===== src/rtl/raiz_pkg.sv =====
// Shared types and helpers for the iterative integer square-root block.
package raiz_pkg;

  // Controller states: waiting for an operand, iterating, holding the result.
  typedef enum logic [1:0] {
    IDLE = 2'd0,
    CALC = 2'd1,
    DONE = 2'd2
  } state_t;

  // Number of digit iterations for an n-bit radicand (two bits retired per step).
  function automatic int iter_count(input int n);
    return n / 2;
  endfunction

endpackage


===== src/rtl/raiz_step.sv =====
// One restoring square-root iteration: bring down two radicand bits, try to
// subtract {root, 01}, and append the resulting root digit.
module raiz_step #(
  parameter int N = 8
) (
  input  logic [N/2:0]   rem,
  input  logic [N/2-1:0] root,
  input  logic [1:0]     bits,
  output logic [N/2:0]   rem_next,
  output logic [N/2-1:0] root_next
);

  localparam int H = N / 2;

  typedef logic [H:0]   rem_t;
  typedef logic [H-1:0] root_t;

  // Trial value is evaluated at H+3 bits so the compare cannot overflow; the
  // kept remainder always fits back into H+1 bits, and the root MSB dropped
  // by the left shift is zero for every in-range partial root.
  logic [H+2:0] r2;
  logic [H+2:0] t;
  logic         ge;

  // Compare-and-subtract for a single root digit.
  always_comb begin
    r2 = {rem, bits};
    t  = {1'b0, root, 2'b01};
    ge = (r2 >= t);
    if (ge) begin
      rem_next  = rem_t'(r2 - t);
      root_next = root_t'({root, 1'b1});
    end else begin
      rem_next  = rem_t'(r2);
      root_next = root_t'({root, 1'b0});
    end
  end

endmodule


===== src/rtl/raiz_iter.sv =====
// Self-sequenced integer square root: floor(sqrt(x)) and x - root^2, two
// radicand bits per cycle, valid/ready on both sides, flush and counters.
module raiz_iter
  import raiz_pkg::*;
#(
  parameter int N  = 8,
  parameter int CW = 32
) (
  input  logic           clock,
  input  logic           reset,
  input  logic           flush,
  input  logic           in_valid,
  output logic           in_ready,
  input  logic [N-1:0]   data_in,
  output logic           out_valid,
  input  logic           out_ready,
  output logic [N/2-1:0] root,
  output logic [N/2:0]   remainder,
  output logic           busy,
  output logic [CW-1:0]  cycles,
  output logic [CW-1:0]  op_count
);

  localparam int H  = N / 2;
  localparam int IW = (H > 1) ? $clog2(H) : 1;

  if ((N < 2) || ((N % 2) != 0)) begin : g_bad_width
    $fatal(1, "raiz_iter: N must be even and at least 2");
  end

  state_t         state;
  logic [N-1:0]   x_sh;
  logic [IW-1:0]  iter;
  logic [H:0]     rem_next;
  logic [H-1:0]   root_next;

  raiz_step #(
    .N(N)
  ) u_step (
    .rem       (remainder),
    .root      (root),
    .bits      (x_sh[N-1:N-2]),
    .rem_next  (rem_next),
    .root_next (root_next)
  );

  // Controller, datapath registers, handshake flags and result counter.
  always_ff @(posedge clock or posedge reset) begin
    if (reset) begin
      state     <= IDLE;
      x_sh      <= '0;
      iter      <= '0;
      root      <= '0;
      remainder <= '0;
      in_ready  <= 1'b1;
      out_valid <= 1'b0;
      busy      <= 1'b0;
      op_count  <= '0;
    end else if (flush) begin
      // Abandon any operation; the last root/remainder are left in place
      // but out_valid is dropped, so nothing is presented.
      state     <= IDLE;
      in_ready  <= 1'b1;
      out_valid <= 1'b0;
      busy      <= 1'b0;
    end else begin
      case (state)
        IDLE: begin
          if (in_valid) begin
            x_sh      <= data_in;
            remainder <= '0;
            root      <= '0;
            iter      <= IW'(iter_count(N) - 1);
            state     <= CALC;
            in_ready  <= 1'b0;
            busy      <= 1'b1;
          end
        end
        CALC: begin
          remainder <= rem_next;
          root      <= root_next;
          x_sh      <= x_sh << 2;
          if (iter == '0) begin
            state     <= DONE;
            out_valid <= 1'b1;
          end else begin
            iter <= iter - IW'(1);
          end
        end
        DONE: begin
          // Consumption returns to IDLE only; the next operand is taken a
          // cycle later, once in_ready has risen.
          if (out_ready) begin
            op_count  <= op_count + CW'(1);
            state     <= IDLE;
            out_valid <= 1'b0;
            busy      <= 1'b0;
            in_ready  <= 1'b1;
          end
        end
        default: begin
          state     <= IDLE;
          in_ready  <= 1'b1;
          out_valid <= 1'b0;
          busy      <= 1'b0;
        end
      endcase
    end
  end

  // Free-running edge counter, unaffected by flush or the handshake.
  always_ff @(posedge clock or posedge reset) begin
    if (reset) begin
      cycles <= '0;
    end else begin
      cycles <= cycles + CW'(1);
    end
  end

endmodule


===== config.mk =====
export PLATFORM = sky130hd
export DESIGN_NAME = raiz_iter
export DESIGN_NICKNAME = d
export VERILOG_FILES = /design/src/rtl/raiz_pkg.sv /design/src/rtl/raiz_step.sv /design/src/rtl/raiz_iter.sv
export SDC_FILE = /design/constraint.sdc
export NUM_CORES = 1
export LEC_CHECK = 0
export BUFFER_PORTS_ARGS = -buffer_cell sky130_fd_sc_hd__buf_4
export CAP_MARGIN = 15
export CELL_PAD_IN_SITES_DETAIL_PLACEMENT = 0
export CELL_PAD_IN_SITES_GLOBAL_PLACEMENT = 1
export CORE_ASPECT_RATIO = 1.5
export CORE_MARGIN = 2
export CORE_UTILIZATION = 46
export DETAILED_ROUTE_END_ITERATION = 6
export MAX_ROUTING_LAYER = met4
export PLACE_DENSITY_LB_ADDON = 0.15
export SLEW_MARGIN = 0
export SYNTH_ARGS = -nofsm -noshare
export SYNTH_HDL_FRONTEND = slang
export SYNTH_SLANG_ARGS = --single-unit

===== constraint.sdc =====
create_clock -name clock -period 5.11 [get_ports clock]
set_input_delay 1.022 -clock clock [delete_from_list [all_inputs] [get_ports clock]]
set_output_delay 1.022 -clock clock [all_outputs]
set_load 0.1 [all_outputs]

==> results of run 1 <==
## worst max path at each step
| stage | from | endpoint | slack, ns | cells past startpoint |
|---|---|---|---|---|
| 6_report | flush | op_count[17] | 2.73 | 6 |
| 3_3_place_gp | flush | op_count[17] | 2.40 | 6 |
| 4_1_cts | flush | op_count[17] | 2.73 | 6 |
| 3_5_place_dp | flush | op_count[17] | 2.37 | 6 |
| 2_1_floorplan | reset | busy | 1.81 | 1 |
| 5_1_grt | flush | op_count[17] | 2.64 | 6 |
## kinds of logic (layout without fill, tap and decap cells)
family / after synthesis / after routing / share of synthesized area
compound gates: 38 / 38 / 0.0560
xor+xnor: 64 / 64 / 0.138
fa+ha+maj: 9 / 9 / 0.0274
buf+inv: 25 / 120 / 0.0298
flops: 88 / 88 / 0.536
mux: 10 / 10 / 0.0247
simple gates: 137 / 137 / 0.188
## state kept, by name (all words and copies together), names as in the netlist
register	flops
in_ready	1
state	2
iter	2
x_sh	8
out_valid	1
op_count	32
root	4
busy	1
cycles	32
remainder	5
## final cells by class
type / instances / area [µm²] / area share
sequential: 88 / 2200 / 0.428
multi-input combinational: 258 / 1790 / 0.347
timing repair buffer: 90 / 676 / 0.131
clock buffer: 11 / 243 / 0.0472
tap: 110 / 138 / 0.0267
inverter: 15 / 57.6 / 0.0112
clock inverter: 4 / 45.0 / 0.00875
## synth_stat cells, types with 3 or more instances
| master | count | area, µm² |
|---|---|---|
| a21oi_1 | 5 | 25.0 |
| a31oi_1 | 5 | 31.3 |
| and2_1 | 4 | 25.0 |
| and3_1 | 8 | 50.1 |
| and4_1 | 5 | 43.8 |
| buf_4 | 3 | 22.5 |
| clkbuf_1 | 3 | 11.3 |
| dfrtp_1 | 87 | 2180 |
| ha_1 | 9 | 113 |
| inv_1 | 15 | 56.3 |
| mux2i_1 | 9 | 90.1 |
| nand2_1 | 39 | 146 |
| nand3_1 | 22 | 110 |
| nand4_1 | 15 | 93.8 |
| nor2_1 | 18 | 67.6 |
| nor2b_1 | 3 | 18.8 |
| nor3_1 | 3 | 15.0 |
| o21ai_0 | 22 | 110 |
| xnor2_1 | 47 | 412 |
| xor2_1 | 16 | 140 |
## through the flow
stage                     instance area [µm²]  total power [W]  hold slack [ns]  setup WS [ns]  cells
final                                    5150          0.00198            0.470           2.73    576
after global routing                     5150          0.00209            0.493           2.64    576
after CTS                                5150          0.00201            0.479           2.73    576
after detailed placement                 4860          0.00136            0.459           2.37    561
after global placement                   4860          0.00135            0.463           2.40    561
after floorplan                          4110          0.00124            0.450           1.81    371
## placed cells by master, fill, tap and decap left out, drive strengths merged, types with 4 or more instances in the layout
cell type,count
xor2,16
buf,90
a31oi,5
nand3,24
nor2,18
inv,14
and3,8
nor3,7
nand4,17
mux2i,9
xnor2,48
and4,5
clkinv,4
dfrtp,87
a21oi,5
ha,9
and2,5
o21ai,22
clkbuf,11
nand2,39
## power groups by stage
stage,Combinational [W],Sequential (W),Clock (W)
CTS,0.000566,0.000779,0.000661
detailed placement,0.000565,0.000792,0
floorplan,0.000270,0.000970,0
finish,0.000559,0.000779,0.000643
global route,0.000610,0.000786,0.000692
global placement,0.000556,0.000790,0
## per-layer routing
| layer | GRT usage | up-vias | wire [µm] |
|---|---|---|---|
| met2 | 0.321 | 56 | 4290 |
| met1 | 0.224 | 1462 | 3510 |
| met4 | 0.0731 | 0 | 140 |
| li1 | - | 1452 | - |
| met5 | - | - | 0 |
| met3 | 0.0481 | 13 | 327 |
## worst max-delay path, cell delays in order
cell	delay, ns
buf_4	0.14
and4bb_4	0.34
and4_1	0.45
and2_1	0.37
nand4_4	0.14
xnor2_2	0.14
==> metrics.md, run 1 <==
| Metric | Value |
|---|---|
| Area of the die | between 9000 and 10000 µm² |
| Fmax | 420 MHz |
| Syn_nets | 393 |
| Leakage dissipation | about 2.5 nW |
| Worst Hold Class | reg -> reg |
| Sw frac | 0.341 |
| Die H | 120 µm |
| Num CTS Buffers | 9 |
| Synth Warn # | 0 |
| Synth Flop Type | dfrtp_1 |
| Post-CTS setup buffer count | 0 |
| Clock skew | roughly 0.0063 ns |
| DIE WIDTH | roughly 81 µm |
| Synthesized area | roughly 4100 µm² |
| Gate power share | 0.282 |
| Run status | completed |
| Routed wire length | around 8300 µm |
| IO Count | 89 |
| Final-report setup violation count | 0 |
| Synthesized flop and latch total | just under 90 |
| Fin. Hold Viols | 0 |
| CTS max path bufs | 2 |
| GPL Wtd Cong | between 0.8 and 0.9 |
| # fillers | roughly 810 |
| Unique masters post-synth | 44 |
| GRT Overall Usage | 0.193 |
| RSZ-0062 raised after global routing | false |
| Pins over their slew limit | 0 |
| Pwr dens | ~380 nW/µm² |
| Sequential cell area fraction in the yosys report | 0.536 |
| First DRT Iteration DRCs | ~180 |
| Worst Hold End | cycles[31] |
| GRT overflow | 0 |
| Type of origin of the critical path | input pin |
| Root buffer cell | clkbuf_16 |
| Synthesis-to-layout area growth | 25.2% |
| Global-route wire length before repair | 14000 µm |
| Post-cts sizing count | 0 |
| Sequential share of power | 0.393 |
| Final Core Density | 0.587 |
| Layout Nets | 484 |
| Crit path time final | about 2.4 ns |
| Crit. End Element | flip-flop |
| R2R setup slack | 2.95 ns |
| Worst-skew pair later-pin latency | roughly 0.34 ns |
| CTS clk-pin slew, worst paths | approximately 0.060 ns |
| Pre-Repair DR Iteration Count | 4 |
| Routed len/inst | 14.4 µm |
| R2r worst-path depth | 7 |
| CTS tree | done |
| Vias per cell | approximately 5.2 |
| # clock sinks | 88 |
| Crit path required time | approximately 5.3 ns |
| DRT antenna net count | 0 |
| Setup TNS | 0 ns |
| Mapped Cells | ~370 |
| Max VDD drop | 368 µV |
| Pint | around 0.0013 W |
| Syn_area_per_cell | about 11 µm² |
| Crit path max fanout | 10 |
| Hpwl dp | between 6000 and 7000 µm |
| Worst-margin pin slew | 0.894 ns |
| Via count | slightly below 3000 |
| Hold path cells | 1 |
| Core area | roughly 9000 µm² |
| Post-route DRC | 0 |
| Quantity of I/O buffers inserted on ports | 88 |
| Vias in the first global route | between 3000 and 4000 |
| Largest net degree at the start of global routing | 54 |
| Initial Util | 0.468 |
| Hold Path Origin | cycles[31] |
| WP data arrival | around 2.6 ns |
| Share of post-route cells with drive strength above 1 | 0.258 |
| H-tree depth | 3 |
| Clk network pwr share | 0.325 |
| Max-slew headroom | 0.404 |
| R2r endpoint | remainder[1] |
| Num rows | 42 |
| Post-CTS Hold Fix Bufs | 0 |
| Period utilization | 0.465 |
| Initial antenna violation count | 0 |
| Switching pwr | 0.000676 W |
| Synth async-reset ratio | 1.00 |
| CP Class | in -> reg |
| Max Cap Violations | 0 |
| Post-synth EDFFs | 0 |
| Antenna cells | 0 |
| Reg2reg start | root[3] |
(Power assumes the default switching activity.)
==> inputs of run 2 (changes only) <==
Settings changed: CORE_UTILIZATION 46 to 38.
Clock period 5.11 ns to 2.11 ns, I/O delays scaled along.
==> metrics.md, run 2 (synthesis results as in run 1) <==
| Metric | Value |
|---|---|
| IO Count | 89 (unchanged) |
| Largest net degree at the start of global routing | 35 (was 54) |
| CTS max path bufs | 2 (unchanged) |
| Crit. End Element | flip-flop (unchanged) |
| Cell area after layout | 5360 µm² (was 5150 µm²) |
| Quantity of I/O buffers inserted on ports | 88 (unchanged) |
| CTS clk-pin slew, worst paths | 0.06 ns (about the same) |
| Initial antenna violation count | 0 (unchanged) |
| Clock skew | 0.00824 ns (was 0.00631 ns) |
| Fin. Hold Viols | 0 (unchanged) |
| Placed cells | 604 (was 561) |
| R2R setup slack | 0.12 ns (was 2.95 ns) |
| Max Cap Violations | 0 (unchanged) |
| Routed wire length | 8860 µm (was 8270 µm) |
| Global-route wire length before repair | 14900 µm (was 14000 µm) |
| R2r endpoint | remainder[2] (was remainder[1]) |
| Crit path max fanout | 3 (was 10) |
| Area after DPL | 5040 µm² (was 4860 µm²) |
| Type of origin of the critical path | flip-flop (was input pin) |
| DIE WIDTH | 88.9 µm (was 81.2 µm) |
| Share of post-route cells with drive strength above 1 | 0.372 (was 0.258) |
| Worst Hold Class | in -> async (was reg -> reg) |
| Post-cts sizing count | 0 (unchanged) |
| Area of the die | 11700 µm² (was 9730 µm²) |
| Max-slew headroom | 0.706 (was 0.404) |
| Final Non-Filler Cells | 622 (was 576) |
| Vias per cell | 4.86 (was 5.18) |
| Worst-margin pin slew | 0.441 ns (was 0.894 ns) |
| CTS tree | done (unchanged) |
| GRT Overall Usage | 0.166 (was 0.193) |
| Core area | 10500 µm² (was 8780 µm²) |
| Crit path time final | 1.99 ns |
| R2r worst-path depth | 7 (unchanged) |
| Die H | 131 µm (was 120 µm) |
| Most frequent cells in the layout | 101 x buf_4, 47 x xnor2_1, 43 x dfrtp_1 (was 90 x buf_4, 87 x dfrtp_1, 47 x xnor2_1) |
| Final total power | 0.00496 W (was 0.00198 W) |
| Antenna cells | 0 (unchanged) |
| Via count | 3021 (was 2983) |
| Layout Nets | 495 (was 484) |
| Num CTS Buffers | 9 (unchanged) |
| Pre-Repair DR Iteration Count | 4 (unchanged) |
| Pwr dens | 926 nW/µm² (was 385 nW/µm²) |
| Period utilization | 0.942 |
| Worst Setup EP | remainder[2] (was op_count[17]) |
| GPL Wtd Cong | 0.785 (was 0.803) |
| Post-route DRC | 0 (unchanged) |
| DRT antenna net count | 0 (unchanged) |
| # clock sinks | 88 (unchanged) |
| Initial Util | 0.390 (was 0.468) |
| H-tree depth | 3 (unchanged) |
| Final-report setup violation count | 0 (unchanged) |
| CP Class | reg -> reg (was in -> reg) |
| Vias in the first global route | 3070 (was 3020) |
| Pins over their slew limit | 0 (unchanged) |
| Routed len/inst | 14.2 µm (was 14.4 µm) |
| Num rows | 46 (was 42) |
| Leakage dissipation | 2.51 nW (was 2.53 nW) |
| Origin of the worst setup path | remainder[3] (was flush) |
| First DRT Iteration DRCs | 66 (was 176) |
| Post-CTS Hold Fix Bufs | 0 (unchanged) |
| RSZ-0062 raised after global routing | false (unchanged) |
| Worst-skew pair later-pin latency | 0.34 ns (about the same) |
| Most common cell after layout, fill and taps aside | buf_4 (unchanged) |
| Largest regs | cycles (32), op_count (32), x_sh (8) (unchanged) |
| Hpwl dp | 6390 µm (was 6030 µm) |
| Run status | completed (unchanged) |
| Reg2reg start | remainder[3] (was root[3]) |
| Synthesis-to-layout area growth | 30.3% (was 25.2%) |
| WP data arrival | 2.20 ns (was 2.60 ns) |
| Fmax | between 500 and 600 MHz |
| Root buffer cell | clkbuf_16 (unchanged) |
| GRT overflow | 0 (unchanged) |
| Setup TNS | 0 ns (unchanged) |
| Max VDD drop | 443 µV (was 368 µV) |
| Crit path required time | 2.32 ns (was 5.33 ns) |
[run 2: worst min path at each step]
stage             from     endpoint  slack, ns  cells past startpoint
5_1_grt          reset  op_count[2]       0.08                      2
3_5_place_dp     reset  op_count[2]       0.43                      2
2_1_floorplan  x_sh[2]      x_sh[2]       0.45                      2
4_1_cts          reset  op_count[2]       0.06                      2
3_3_place_gp     reset  op_count[2]       0.43                      2
6_report         reset  op_count[2]       0.06                      2
[run 2: per-stage QoR]
| step | worst slack [ns] | utilization | hold slack (ns) |
|---|---|---|---|
| floorplan | 0.00217 | - | 0.450 |
| global placement | 0.144 | 0.479 | 0.428 |
| detailed placement | 0.124 | 0.479 | 0.434 |
| CTS | 0.112 | 0.507 | 0.0631 |
| global route | 0.0132 | 0.509 | 0.0842 |
| finish | 0.123 | 0.509 | 0.0644 |
[run 2: final cells by class]
class / instances / area (µm²)
Fill cell: 1011 / 5170
Sequential cell: 88 / 2270
Inverter: 15 / 60.1
Timing Repair Buffer: 101 / 758
Clock inverter: 7 / 72.6
Tap cell: 144 / 180
Clock buffer: 9 / 225
Multi-Input combinational cell: 258 / 1790
[run 2: what timing repair did]
action	4_1_cts	5_1_grt
setup endpoints to repair	0	1
setup buffers	0	2
hold endpoints to repair	0	0
[run 2: critical path, cell delays in order, from the launching register on]
cell      delay (ns)
dfrtp_4         0.48
ha_1            0.30
a211oi_2        0.25
inv_1           0.11
o31ai_4         0.29
buf_4           0.18
mux2i_1         0.17
o21ai_0         0.08
[run 2: report_power, final]
part | internal (W) | switching, W | total (W)
Combinational | 0.000511 | 0.000949 | 0.00146
Sequential | 0.00181 | 0.0000926 | 0.00190
Clock | 0.000917 | 0.000680 | 0.00160
[run 2: metal layers]
metal  global-route usage  share of wire
met1                0.197           0.42
met2                0.267           0.51
met3               0.0415          0.051
met4               0.0647          0.018
met5                    -              0
